**config.mk**
```make
export PLATFORM = sky130hd
export DESIGN_NAME = mem_access_stage_flat
export DESIGN_NICKNAME = d
export VERILOG_FILES = /design/src/rtl/mem_access_stage_if.sv /design/src/rtl/mem_access_stage.sv /design/src/flat_wrapper.sv
export SDC_FILE = /design/constraint.sdc
export NUM_CORES = 1
export LEC_CHECK = 0
export BUFFER_PORTS_ARGS = -buffer_cell sky130_fd_sc_hd__clkbuf_2
export CELL_PAD_IN_SITES_DETAIL_PLACEMENT = 0
export CELL_PAD_IN_SITES_GLOBAL_PLACEMENT = 1
export CORE_ASPECT_RATIO = 1.1
export CORE_UTILIZATION = 30
export CTS_CLUSTER_SIZE = 10
export DETAILED_ROUTE_END_ITERATION = 6
export GPL_TIMING_DRIVEN = 0
export PLACE_DENSITY_LB_ADDON = 0.08
export SLEW_MARGIN = 20
export SYNTH_ARGS = -nofsm -noshare
export SYNTH_HDL_FRONTEND = slang
export SYNTH_SLANG_ARGS = --single-unit
```
**constraint.sdc**
```tcl
create_clock -name clk -period 1.59 [get_ports clk]
set_input_delay 0.159 -clock clk [delete_from_list [all_inputs] [get_ports clk]]
set_output_delay 0.159 -clock clk [all_outputs]
set_load 0.02 [all_outputs]
```
**src/rtl/mem_access_stage_if.sv**
```systemverilog
// ---------------------------------------------------------------------------
// mem_access_stage_if
// Data-bus bundle between the MEM-stage load/store engine and memory.
//   req   : access request (master -> slave)
//   we    : 1 = write (master -> slave)
//   addr  : word address, bits [1:0] always 0 (master -> slave)
//   sel   : byte lanes, big-endian lane order (master -> slave)
//   wdata : lane-replicated store data (master -> slave)
//   ack   : access complete, rdata valid in the same cycle (slave -> master)
//   rdata : read data (slave -> master)
// ---------------------------------------------------------------------------
interface mem_access_stage_if;
  logic        req;
  logic        we;
  logic [31:0] addr;
  logic [3:0]  sel;
  logic [31:0] wdata;
  logic        ack;
  logic [31:0] rdata;

  modport master (
    output req, we, addr, sel, wdata,
    input  ack, rdata
  );

  modport slave (
    input  req, we, addr, sel, wdata,
    output ack, rdata
  );
endinterface

```
**src/rtl/mem_access_stage.sv**
```systemverilog
// ---------------------------------------------------------------------------
// mem_access_stage
// MEM-stage load/store engine. Consumes EX/MEM register outputs, performs
// byte/halfword/word accesses over a req/ack bus and registers results for
// write-back. Holds upstream via stall_req_o while an access is outstanding;
// non-memory ops pass through with one cycle of latency.
//
// Ports:
//   clk, rst          : clock, synchronous active-high reset
//   ex_wd_i           : destination register from EX/MEM
//   ex_wreg_i         : register write enable from EX/MEM
//   ex_wdata_i        : ALU result from EX/MEM
//   mem_op_i          : 0 NONE,1 LB,2 LBU,3 LH,4 LHU,5 LW,6 SB,7 SH,8 SW (9..15 NONE)
//   mem_addr_i        : byte address
//   mem_sdata_i       : store data
//   bus               : data bus (master side)
//   stall_req_o       : combinational stall toward upstream stages
//   out_wd_o          : registered write-back register address
//   out_wreg_o        : registered write-back enable
//   out_wdata_o       : registered write-back data
//   excp_misalign_o   : registered one-cycle misaligned-access pulse
// ---------------------------------------------------------------------------
module mem_access_stage #(
  parameter int REG_ADDR_W = 5
) (
  input  logic                  clk,
  input  logic                  rst,
  input  logic [REG_ADDR_W-1:0] ex_wd_i,
  input  logic                  ex_wreg_i,
  input  logic [31:0]           ex_wdata_i,
  input  logic [3:0]            mem_op_i,
  input  logic [31:0]           mem_addr_i,
  input  logic [31:0]           mem_sdata_i,
  mem_access_stage_if.master    bus,
  output logic                  stall_req_o,
  output logic [REG_ADDR_W-1:0] out_wd_o,
  output logic                  out_wreg_o,
  output logic [31:0]           out_wdata_o,
  output logic                  excp_misalign_o
);

  localparam logic [3:0] OP_LB  = 4'd1;
  localparam logic [3:0] OP_LBU = 4'd2;
  localparam logic [3:0] OP_LH  = 4'd3;
  localparam logic [3:0] OP_LHU = 4'd4;
  localparam logic [3:0] OP_LW  = 4'd5;
  localparam logic [3:0] OP_SB  = 4'd6;
  localparam logic [3:0] OP_SH  = 4'd7;
  localparam logic [3:0] OP_SW  = 4'd8;

  typedef enum logic {IDLE, BUSY} state_t;

  state_t                state_q, state_d;
  logic                  bus_req_q, bus_req_d;
  logic                  bus_we_q, bus_we_d;
  logic [31:0]           bus_addr_q, bus_addr_d;
  logic [3:0]            bus_sel_q, bus_sel_d;
  logic [31:0]           bus_wdata_q, bus_wdata_d;
  logic [REG_ADDR_W-1:0] out_wd_q, out_wd_d;
  logic                  out_wreg_q, out_wreg_d;
  logic [31:0]           out_wdata_q, out_wdata_d;
  logic                  excp_q, excp_d;
  // Op and byte offset of the outstanding access, used to extract load data.
  logic [3:0]            op_q, op_d;
  logic [1:0]            lane_q, lane_d;

  // Decoded view of the op currently presented on the inputs.
  logic        is_load, is_store, misalign;
  logic [3:0]  req_sel;
  logic [31:0] req_wdata;
  logic [31:0] load_data;
  logic        stall;

  // Big-endian lane view of the read data: lane 0 is the most significant byte.
  logic [7:0] lane_byte [4];
  for (genvar gi = 0; gi < 4; gi++) begin : g_lane
    assign lane_byte[gi] = bus.rdata[31-8*gi -: 8];
  end

  always_comb begin
    is_load   = 1'b0;
    is_store  = 1'b0;
    misalign  = 1'b0;
    req_sel   = 4'b0000;
    req_wdata = 32'h0;
    case (mem_op_i)
      OP_LB, OP_LBU: begin
        is_load = 1'b1;
        req_sel = 4'b1000 >> mem_addr_i[1:0];
      end
      OP_LH, OP_LHU: begin
        is_load  = 1'b1;
        misalign = mem_addr_i[0];
        req_sel  = mem_addr_i[1] ? 4'b0011 : 4'b1100;
      end
      OP_LW: begin
        is_load  = 1'b1;
        misalign = |mem_addr_i[1:0];
        req_sel  = 4'b1111;
      end
      OP_SB: begin
        is_store  = 1'b1;
        req_sel   = 4'b1000 >> mem_addr_i[1:0];
        req_wdata = {4{mem_sdata_i[7:0]}};
      end
      OP_SH: begin
        is_store  = 1'b1;
        misalign  = mem_addr_i[0];
        req_sel   = mem_addr_i[1] ? 4'b0011 : 4'b1100;
        req_wdata = {2{mem_sdata_i[15:0]}};
      end
      OP_SW: begin
        is_store  = 1'b1;
        misalign  = |mem_addr_i[1:0];
        req_sel   = 4'b1111;
        req_wdata = mem_sdata_i;
      end
      default: ;
    endcase
  end

  // Load result extraction using the op/offset captured when the access started.
  always_comb begin
    logic [7:0]  b;
    logic [15:0] h;
    b = lane_byte[lane_q];
    h = lane_q[1] ? bus.rdata[15:0] : bus.rdata[31:16];
    case (op_q)
      OP_LB:   load_data = {{24{b[7]}}, b};
      OP_LBU:  load_data = {24'h0, b};
      OP_LH:   load_data = {{16{h[15]}}, h};
      OP_LHU:  load_data = {16'h0, h};
      default: load_data = bus.rdata;
    endcase
  end

  always_comb begin
    state_d     = state_q;
    bus_req_d   = bus_req_q;
    bus_we_d    = bus_we_q;
    bus_addr_d  = bus_addr_q;
    bus_sel_d   = bus_sel_q;
    bus_wdata_d = bus_wdata_q;
    out_wd_d    = out_wd_q;
    out_wreg_d  = out_wreg_q;
    out_wdata_d = out_wdata_q;
    excp_d      = 1'b0;
    op_d        = op_q;
    lane_d      = lane_q;
    stall       = 1'b0;

    case (state_q)
      IDLE: begin
        if (!is_load && !is_store) begin
          out_wd_d    = ex_wd_i;
          out_wreg_d  = ex_wreg_i;
          out_wdata_d = ex_wdata_i;
        end else if (misalign) begin
          // Faulting access never reaches the bus; upstream is not stalled.
          excp_d      = 1'b1;
          out_wreg_d  = 1'b0;
          out_wd_d    = ex_wd_i;
          out_wdata_d = 32'h0;
        end else begin
          stall       = 1'b1;
          bus_req_d   = 1'b1;
          bus_we_d    = is_store;
          bus_addr_d  = {mem_addr_i[31:2], 2'b00};
          bus_sel_d   = req_sel;
          bus_wdata_d = req_wdata;
          op_d        = mem_op_i;
          lane_d      = mem_addr_i[1:0];
          out_wreg_d  = 1'b0;
          state_d     = BUSY;
        end
      end
      BUSY: begin
        if (bus.ack) begin
          // Upstream advances on this same edge, so the next op is seen in IDLE
          // immediately afterward.
          state_d   = IDLE;
          bus_req_d = 1'b0;
          bus_we_d  = 1'b0;
          out_wd_d  = ex_wd_i;
          if (bus_we_q) begin
            out_wreg_d  = 1'b0;
            out_wdata_d = 32'h0;
          end else begin
            out_wreg_d  = ex_wreg_i;
            out_wdata_d = load_data;
          end
        end else begin
          stall      = 1'b1;
          out_wreg_d = 1'b0;
        end
      end
      default: state_d = IDLE;
    endcase
  end

  always_ff @(posedge clk) begin
    if (rst) begin
      state_q     <= IDLE;
      bus_req_q   <= 1'b0;
      bus_we_q    <= 1'b0;
      bus_addr_q  <= 32'h0;
      bus_sel_q   <= 4'h0;
      bus_wdata_q <= 32'h0;
      out_wd_q    <= '0;
      out_wreg_q  <= 1'b0;
      out_wdata_q <= 32'h0;
      excp_q      <= 1'b0;
      op_q        <= 4'h0;
      lane_q      <= 2'b00;
    end else begin
      state_q     <= state_d;
      bus_req_q   <= bus_req_d;
      bus_we_q    <= bus_we_d;
      bus_addr_q  <= bus_addr_d;
      bus_sel_q   <= bus_sel_d;
      bus_wdata_q <= bus_wdata_d;
      out_wd_q    <= out_wd_d;
      out_wreg_q  <= out_wreg_d;
      out_wdata_q <= out_wdata_d;
      excp_q      <= excp_d;
      op_q        <= op_d;
      lane_q      <= lane_d;
    end
  end

  assign bus.req         = bus_req_q;
  assign bus.we          = bus_we_q;
  assign bus.addr        = bus_addr_q;
  assign bus.sel         = bus_sel_q;
  assign bus.wdata       = bus_wdata_q;
  assign stall_req_o     = stall;
  assign out_wd_o        = out_wd_q;
  assign out_wreg_o      = out_wreg_q;
  assign out_wdata_o     = out_wdata_q;
  assign excp_misalign_o = excp_q;

endmodule

```
**src/flat_wrapper.sv**
```systemverilog
// flat-port wrapper written by rule: the top's interface ports become plain ports
module mem_access_stage_flat 
#(
  parameter int REG_ADDR_W = 5
)
  (clk, rst, ex_wd_i, ex_wreg_i, ex_wdata_i, mem_op_i, mem_addr_i, mem_sdata_i, stall_req_o, out_wd_o, out_wreg_o, out_wdata_o, excp_misalign_o, bus_req, bus_we, bus_addr, bus_sel, bus_wdata, bus_ack, bus_rdata);
  mem_access_stage_if bus_i ();
  input  logic clk;
  input  logic rst;
  input  logic [REG_ADDR_W-1:0] ex_wd_i;
  input  logic ex_wreg_i;
  input  logic [31:0] ex_wdata_i;
  input  logic [3:0] mem_op_i;
  input  logic [31:0] mem_addr_i;
  input  logic [31:0] mem_sdata_i;
  output logic stall_req_o;
  output logic [REG_ADDR_W-1:0] out_wd_o;
  output logic out_wreg_o;
  output logic [31:0] out_wdata_o;
  output logic excp_misalign_o;
  output wire logic [$bits(bus_i.req)-1:0] bus_req;
  output wire logic [$bits(bus_i.we)-1:0] bus_we;
  output wire logic [$bits(bus_i.addr)-1:0] bus_addr;
  output wire logic [$bits(bus_i.sel)-1:0] bus_sel;
  output wire logic [$bits(bus_i.wdata)-1:0] bus_wdata;
  input wire logic [$bits(bus_i.ack)-1:0] bus_ack;
  input wire logic [$bits(bus_i.rdata)-1:0] bus_rdata;
  assign bus_req = bus_i.req;
  assign bus_we = bus_i.we;
  assign bus_addr = bus_i.addr;
  assign bus_sel = bus_i.sel;
  assign bus_wdata = bus_i.wdata;
  assign bus_i.ack = bus_ack;
  assign bus_i.rdata = bus_rdata;
  mem_access_stage #(.REG_ADDR_W(REG_ADDR_W)) u_core (.clk(clk), .rst(rst), .ex_wd_i(ex_wd_i), .ex_wreg_i(ex_wreg_i), .ex_wdata_i(ex_wdata_i), .mem_op_i(mem_op_i), .mem_addr_i(mem_addr_i), .mem_sdata_i(mem_sdata_i), .bus(bus_i), .stall_req_o(stall_req_o), .out_wd_o(out_wd_o), .out_wreg_o(out_wreg_o), .out_wdata_o(out_wdata_o), .excp_misalign_o(excp_misalign_o));
endmodule
```
# ---- Word-level counts from Yosys, hierarchy flattened
# Index checks and enable logic that the tools add are counted.
dict set report word_totals {
  mem_count 0
  rom_bits 0
  latch_bits 0
  word_cells 83
  ram_bits 0
  register_bits 114
  in_bits 141
  out_inout_bits 110
}
dict set report op_classes {
  bitwise_logic 4
  mul 0
  n_reduce_logical 13
  n_mux 36
  add_sub_neg 0
  eq_ne 16
  div 0
  n_lt_le_gt_ge 1
  shifts 1
}
# operator count
set op_table {}
lappend op_table {{32-bit two-way mux} 4}
lappend op_table {{32-bit one-hot mux with 4 select lines} 1}
lappend op_table {{32-bit one-hot mux with 3 select lines} 1}
lappend op_table {{32-bit one-hot mux with 2 select lines} 1}
lappend op_table {{4-bit by 3-bit == test with 1-bit output, second input constant} 5}
lappend op_table {{8-bit binary-select mux with 2-bit select} 1}
lappend op_table {{4-bit by 2-bit == test with 1-bit output, second input constant} 4}
lappend op_table {{16-bit two-way mux} 1}
lappend op_table {{8-bit two-way mux} 2}
lappend op_table {{5-bit two-way mux} 3}
lappend op_table {{1-bit two-way mux} 14}
lappend op_table {{4-bit one-hot mux with 3 select lines} 1}
lappend op_table {{3-bit OR reduction} 4}
lappend op_table {{1-bit one-hot mux with 2 select lines} 5}
lappend op_table {{5-bit one-hot mux with 2 select lines} 1}
lappend op_table {{4-bit by 1-bit == test with 1-bit output, second input constant} 2}
lappend op_table {{2-bit != test, second input constant} 3}
lappend op_table {{3-bit AND reduction} 2}
lappend op_table {{5-bit OR reduction} 1}
lappend op_table {{4-bit == test, second input constant} 1}
lappend op_table {{4-bit two-way mux} 1}
lappend op_table {{2-bit OR reduction} 2}
lappend op_table {{4-bit by 2-bit >> shifter with 4-bit output, first input constant} 1}
lappend op_table {{3-bit greater-or-equal comparator, second input constant} 1}
lappend op_table {{6 further kinds} 9}

# ---- Depth between registers and ports, before layout
dict set report depth {
  word_depth 8
  depth_mapped 8
}

# ---- Worst setup path after synthesis
# No wires, ideal clock.
dict set report synth_path {
  path_type {reg-to-reg}
  startpoint {register u_core.lane_q[1]}
  endpoint {register u_core.out_wdata_q[16], in the netlist u_core.out_wdata_o[16]}
  required_time_ps 1443
  slack_ps -59
  synth_period_minus_slack_ps 1649
  arrival_ps 1502
  stages_incl_launch_ff 8
  cell_sequence {dfxtp_1 > buf_2 > or2_2 > o22ai_1 > o22ai_2 > clkbuf_1 > o21ai_0 > a311oi_2}
}
dict set report synth_via {
  elab_chain_len 8
  word_cells_on_any_way 9
}
# item line
set synth_rtl {}
lappend synth_rtl {{start: declaration} mem_access_stage.sv:65} ;# logic [1:0] lane_q, lane_d;
lappend synth_rtl {{start signal: assignment} mem_access_stage.sv:227} ;# lane_q <= lane_d;
lappend synth_rtl {{2-bit NOT with 3-bit output (implied by the code)} mem_access_stage.sv:126} ;# b = lane_byte[lane_q];
lappend synth_rtl {{8-bit binary-select mux with 2-bit select} mem_access_stage.sv:126}
lappend synth_rtl {{8-bit two-way mux (implied by the code) (2 in series)} mem_access_stage.sv:126}
lappend synth_rtl {{32-bit one-hot mux with 4 select lines (*)} mem_access_stage.sv:128} ;# case (op_q)
lappend synth_rtl {{32-bit two-way mux (*)} mem_access_stage.sv:185} ;# if (bus_we_q) begin
lappend synth_rtl {{32-bit two-way mux (*)} mem_access_stage.sv:178} ;# if (bus.ack) begin
lappend synth_rtl {{32-bit one-hot mux with 2 select lines (*)} mem_access_stage.sv:152} ;# case (state_q)
lappend synth_rtl {{end signal: assignment} mem_access_stage.sv:224} ;# out_wdata_q <= out_wdata_d;
lappend synth_rtl {{end: declaration} mem_access_stage.sv:61} ;# logic [31:0] out_wdata_q, out_wdata_d;
# Mark *: on every way between the ends. The rest lies on a longest branch, timed or not. The select of a mux whose other input is x is not followed.
# A chain may end at the register's enable or synchronous reset.

# ---- Worst setup path after layout
dict set report layout_path {
  startpoint {register u_core.state_q}
  endpoint {output stall_req_o}
}
dict set report layout_via {
  elab_chain_len 2
}
# item line
set layout_rtl {}
lappend layout_rtl {{start: declaration} mem_access_stage.sv:53} ;# state_t state_q, state_d;
lappend layout_rtl {{start signal: assignment} mem_access_stage.sv:216} ;# state_q <= state_d;
lappend layout_rtl {{1-bit NOT (no source line)} --}
lappend layout_rtl {{1-bit one-hot mux with 2 select lines (*)} mem_access_stage.sv:152}
lappend layout_rtl {{end: declaration} flat_wrapper.sv:16} ;# output logic stall_req_o;
# Mark *: on every way between the ends. The rest lies on a longest branch, timed or not.

==> impl_metrics.csv <==
group,metric,value,unit
worst_setup_path,critical_path_class,"flop to output pin",
yosys,ys.flop_type,"dfxtp_1",
worst_setup_path,path_buf_inv,3,
yosys,ys_seq_area_frac,0.407,
clock_network,max-clock-path-buffers,2,
sta,hold_viol_final,0,
route,dr.pass1.iters,4,
yosys,yosys-top-cells-area,"dfxtp_1 (41%), nand2_1 (8.6%), a311oi_2 (8.3%)",
worst_setup_path,crit_arrival,1.54,ns
power_and_ir_drop,pwr_density_cell,1150,mW/mm^2
finish,syn2layout_area_growth,56.4,%
yosys,synth_async_sr_flop_share,0,
place,dp_slack,-0.461,ns
sta,fin_ws,-0.114,ns
route,wl_per_cell,16.6,um
sta,slew_headroom,0.516,
finish,antenna_cells,0,
yosys,yosysWarnings,0,
worst_setup_path,cp_cell_sequence,"o41a_1, buf_12, clkinv_4, buf_8",
sta,finClkSkew,0.00866,ns
sta,worstMarginPinSlew,0.724,ns
die,design.die.area,0.0192,mm^2
power_and_ir_drop,p_int,6.86,mW
worst_hold_path,hp-class,"primary input to flop",
die,die_y,145,um
power_and_ir_drop,pwr-share-comb,0.276,
die,rows,52,
die,io_pins,251,
grt,grt_pass1_wl,31600,um
yosys,synth-edff-count,0,
run_status,status,"complete, but fails checks",
place,portBuffers,247,
sta,setup_violations,34,
power_and_ir_drop,clock_power_share,0.395,
grt,antenna_found_initial,0,
flow_run,maxCapViolCount,0,
yosys,ys_ff_latch,114,
yosys,syn-instance-count,651,
yosys,synth_area,0.00560,mm^2
sta,max_freq,587,MHz
clock_network,clock_sinks,114,
place,routabilityCongestion,0.841,
clock_network,root_buffer,"clkbuf_16",
power_and_ir_drop,switching_share,0.317,
finish,nNetsFinal,1113,
worst_setup_path,slowest_delay,0.49,ns
yosys,avgSynthCellArea,8.61,um^2
finish,fin_util,0.478,
power_and_ir_drop,switching_power,3.19,mW
sta,rsz0062_at_grt,"yes",
sta,setup_tns,-1.00,ns
worst_setup_path,worstPathMaxFanout,6,
run_status,violations,"negative setup slack",
grt,grt_pass1_vias,6004,
route,drt_iter0_markers,207,
power_and_ir_drop,p_leak,3.72,nW
clock_network,h-tree-depth,4,
grt,grt_max_degree,17,
sta,finalCriticalPeriod,1.70,ns
sta,fin_crit_sh,1.07,
die,die_w,132,um
die,start_util,0.305,
clock_network,clock_latency,0.41,ns
worst_setup_path,cp-end-kind,"output pin",
worst_setup_path,required,1.43,ns
yosys,synth_top_area_share,0.407,
route,ant_nets,0,
worst_setup_path,path_delay_family,"compound AO/OA/AOI/OAI gates",
clock_network,clk_pin_slew,0.06,ns
yosys,yosysMostFrequentCell,"nand2_1",
clock_network,cts_buffers,17,
die,coreArea,0.0183,mm^2
grt,overflow,0,
yosys,yosysTopAreaCell,"dfxtp_1",
clock_network,cts_tree,"done",
grt,gr-usage-all-layers,0.210,
yosys,synthTopCellsByCount,"nand2_1 (128), dfxtp_1 (114), nor2_1 (71)",
route,viasPerCell,4.96,
sta,slew_viol_final,0,
power_and_ir_drop,ir_worst_vdd,0.713,mV
yosys,synth.distinct_cells,52,
route,drcViolationCount,0,
route,vias,6093,
worst_setup_path,start_kind,"flop",
finish,drive_above_1_share,0.465,
worst_setup_path,slowest_stage,"o41a_1",
place,hpwl,15300,um
power_and_ir_drop,sequentialPowerShare,0.330,
route,wirelength,20300,um
==> stage by stage <==
stage | cells | hold slack (ns) | power (mW) | area, um^2
floorplan | 652 | 0.295 | 4.88 | 5630
global placement | 1142 | 0.383 | 5.67 | 7170
detailed placement | 1142 | 0.392 | 5.70 | 7170
CTS | 1228 | 0.00274 | 10.1 | 8640
global route | 1228 | 0.0134 | 10.5 | 8760
finish | 1228 | 0.0162 | 10.0 | 8760
==> power groups by stage <==
stage,registers (mW),logic [mW],clock network [mW]
after detailed placement,3.36,2.34,0
after global placement,3.35,2.32,0
after CTS,3.31,2.73,4.05
after floorplan,3.66,1.21,0
final,3.31,2.77,3.97
after global routing,3.35,2.99,4.21
==> final timing paths <==
check | startpoint | endpoint | slack [ns] | depth (start not counted)
max | u_core.state_q | stall_req_o | -0.11 | 4
min | mem_sdata_i[23] | u_core.bus.wdata[23] | 0.02 | 3
max reg2reg | u_core.op_q[0] | u_core.out_wdata_o[2] | -0.10 | 6
min reg2reg | u_core.bus.addr[30] | u_core.bus.addr[30] | 0.46 | 2
==> cell type report <==
| class | instances | area [um^2] |
|---|---|---|
| fill | 1854 | 9590 |
| multi-input combinational | 474 | 3250 |
| sequential | 114 | 2300 |
| timing repair buffer | 302 | 1810 |
| buffer | 60 | 465 |
| clock buffer | 20 | 457 |
| tap | 243 | 304 |
| clock inverter | 12 | 158 |
| inverter | 3 | 16.3 |
==> placed cells by master, fill, tap and decap left out, drive strengths merged, types with 3 or more instances in the layout <==
cell         count
nor2b            3
nand2          128
o211ai          14
nor3            35
nor2            71
a21oi           56
mux2i           19
o21ai           22
mux2            13
o221ai           8
clkinv           7
dlygate4sd3     39
o21bai           5
a221oi          24
nand2b           5
or2              3
bufinv           3
dfxtp          114
clkbuf         290
clkinvlp         3
a311oi          31
buf             53
nand3            8
==> worst register-to-register path, stage by stage, from the launching register on <==
cell and delay [ns]:
dfxtp_4 0.37, buf_6 0.14, a21oi_2 0.06, a211o_4 0.40
o221ai_2 0.15, o211ai_1 0.20, a311oi_2 0.28
==> layer usage <==
| layer | track usage | vias to the layer above | wire length [um] |
|---|---|---|---|
| li1 | - | 2993 | - |
| met4 | 0.0816 | 0 | 396 |
| met3 | 0.0515 | 24 | 1110 |
| met1 | 0.248 | 2883 | 8750 |
| met5 | 0 | - | 0 |
| met2 | 0.367 | 193 | 10100 |
==> cell families after synthesis <==
kind of cell / count (synthesis) / share of synthesized area
AOI/OAI and AO/OA: 176 / 0.257
xor gates and xnor gates: 1 / 0.00156
buffers and inverters: 64 / 0.0657
DFF: 114 / 0.407
muxes: 32 / 0.0601
other: 1 / 0.000669
and+or+nand+nor: 263 / 0.207
==> flip-flops by register name, indices dropped and copies added, names as in the netlist <==
register,flops
u_core.bus.addr,30
u_core.lane_q,2
u_core.out_wreg_o,1
u_core.bus.req,1
u_core.excp_misalign_o,1
u_core.out_wd_o,5
u_core.bus.wdata,32
u_core.bus.sel,4
u_core.out_wdata_o,32
u_core.bus.we,1
u_core.op_q,4
u_core.state_q,1
==> repair_timing <==
item	CTS	global route
setup buffers	14	1
pin swaps	34	21
hold buffers	39	0
hold endpoints to repair	39	0
cloned	1	0
setup endpoints to repair	103	110
resized for setup	106	37
Power figures use the tool's default switching activity.
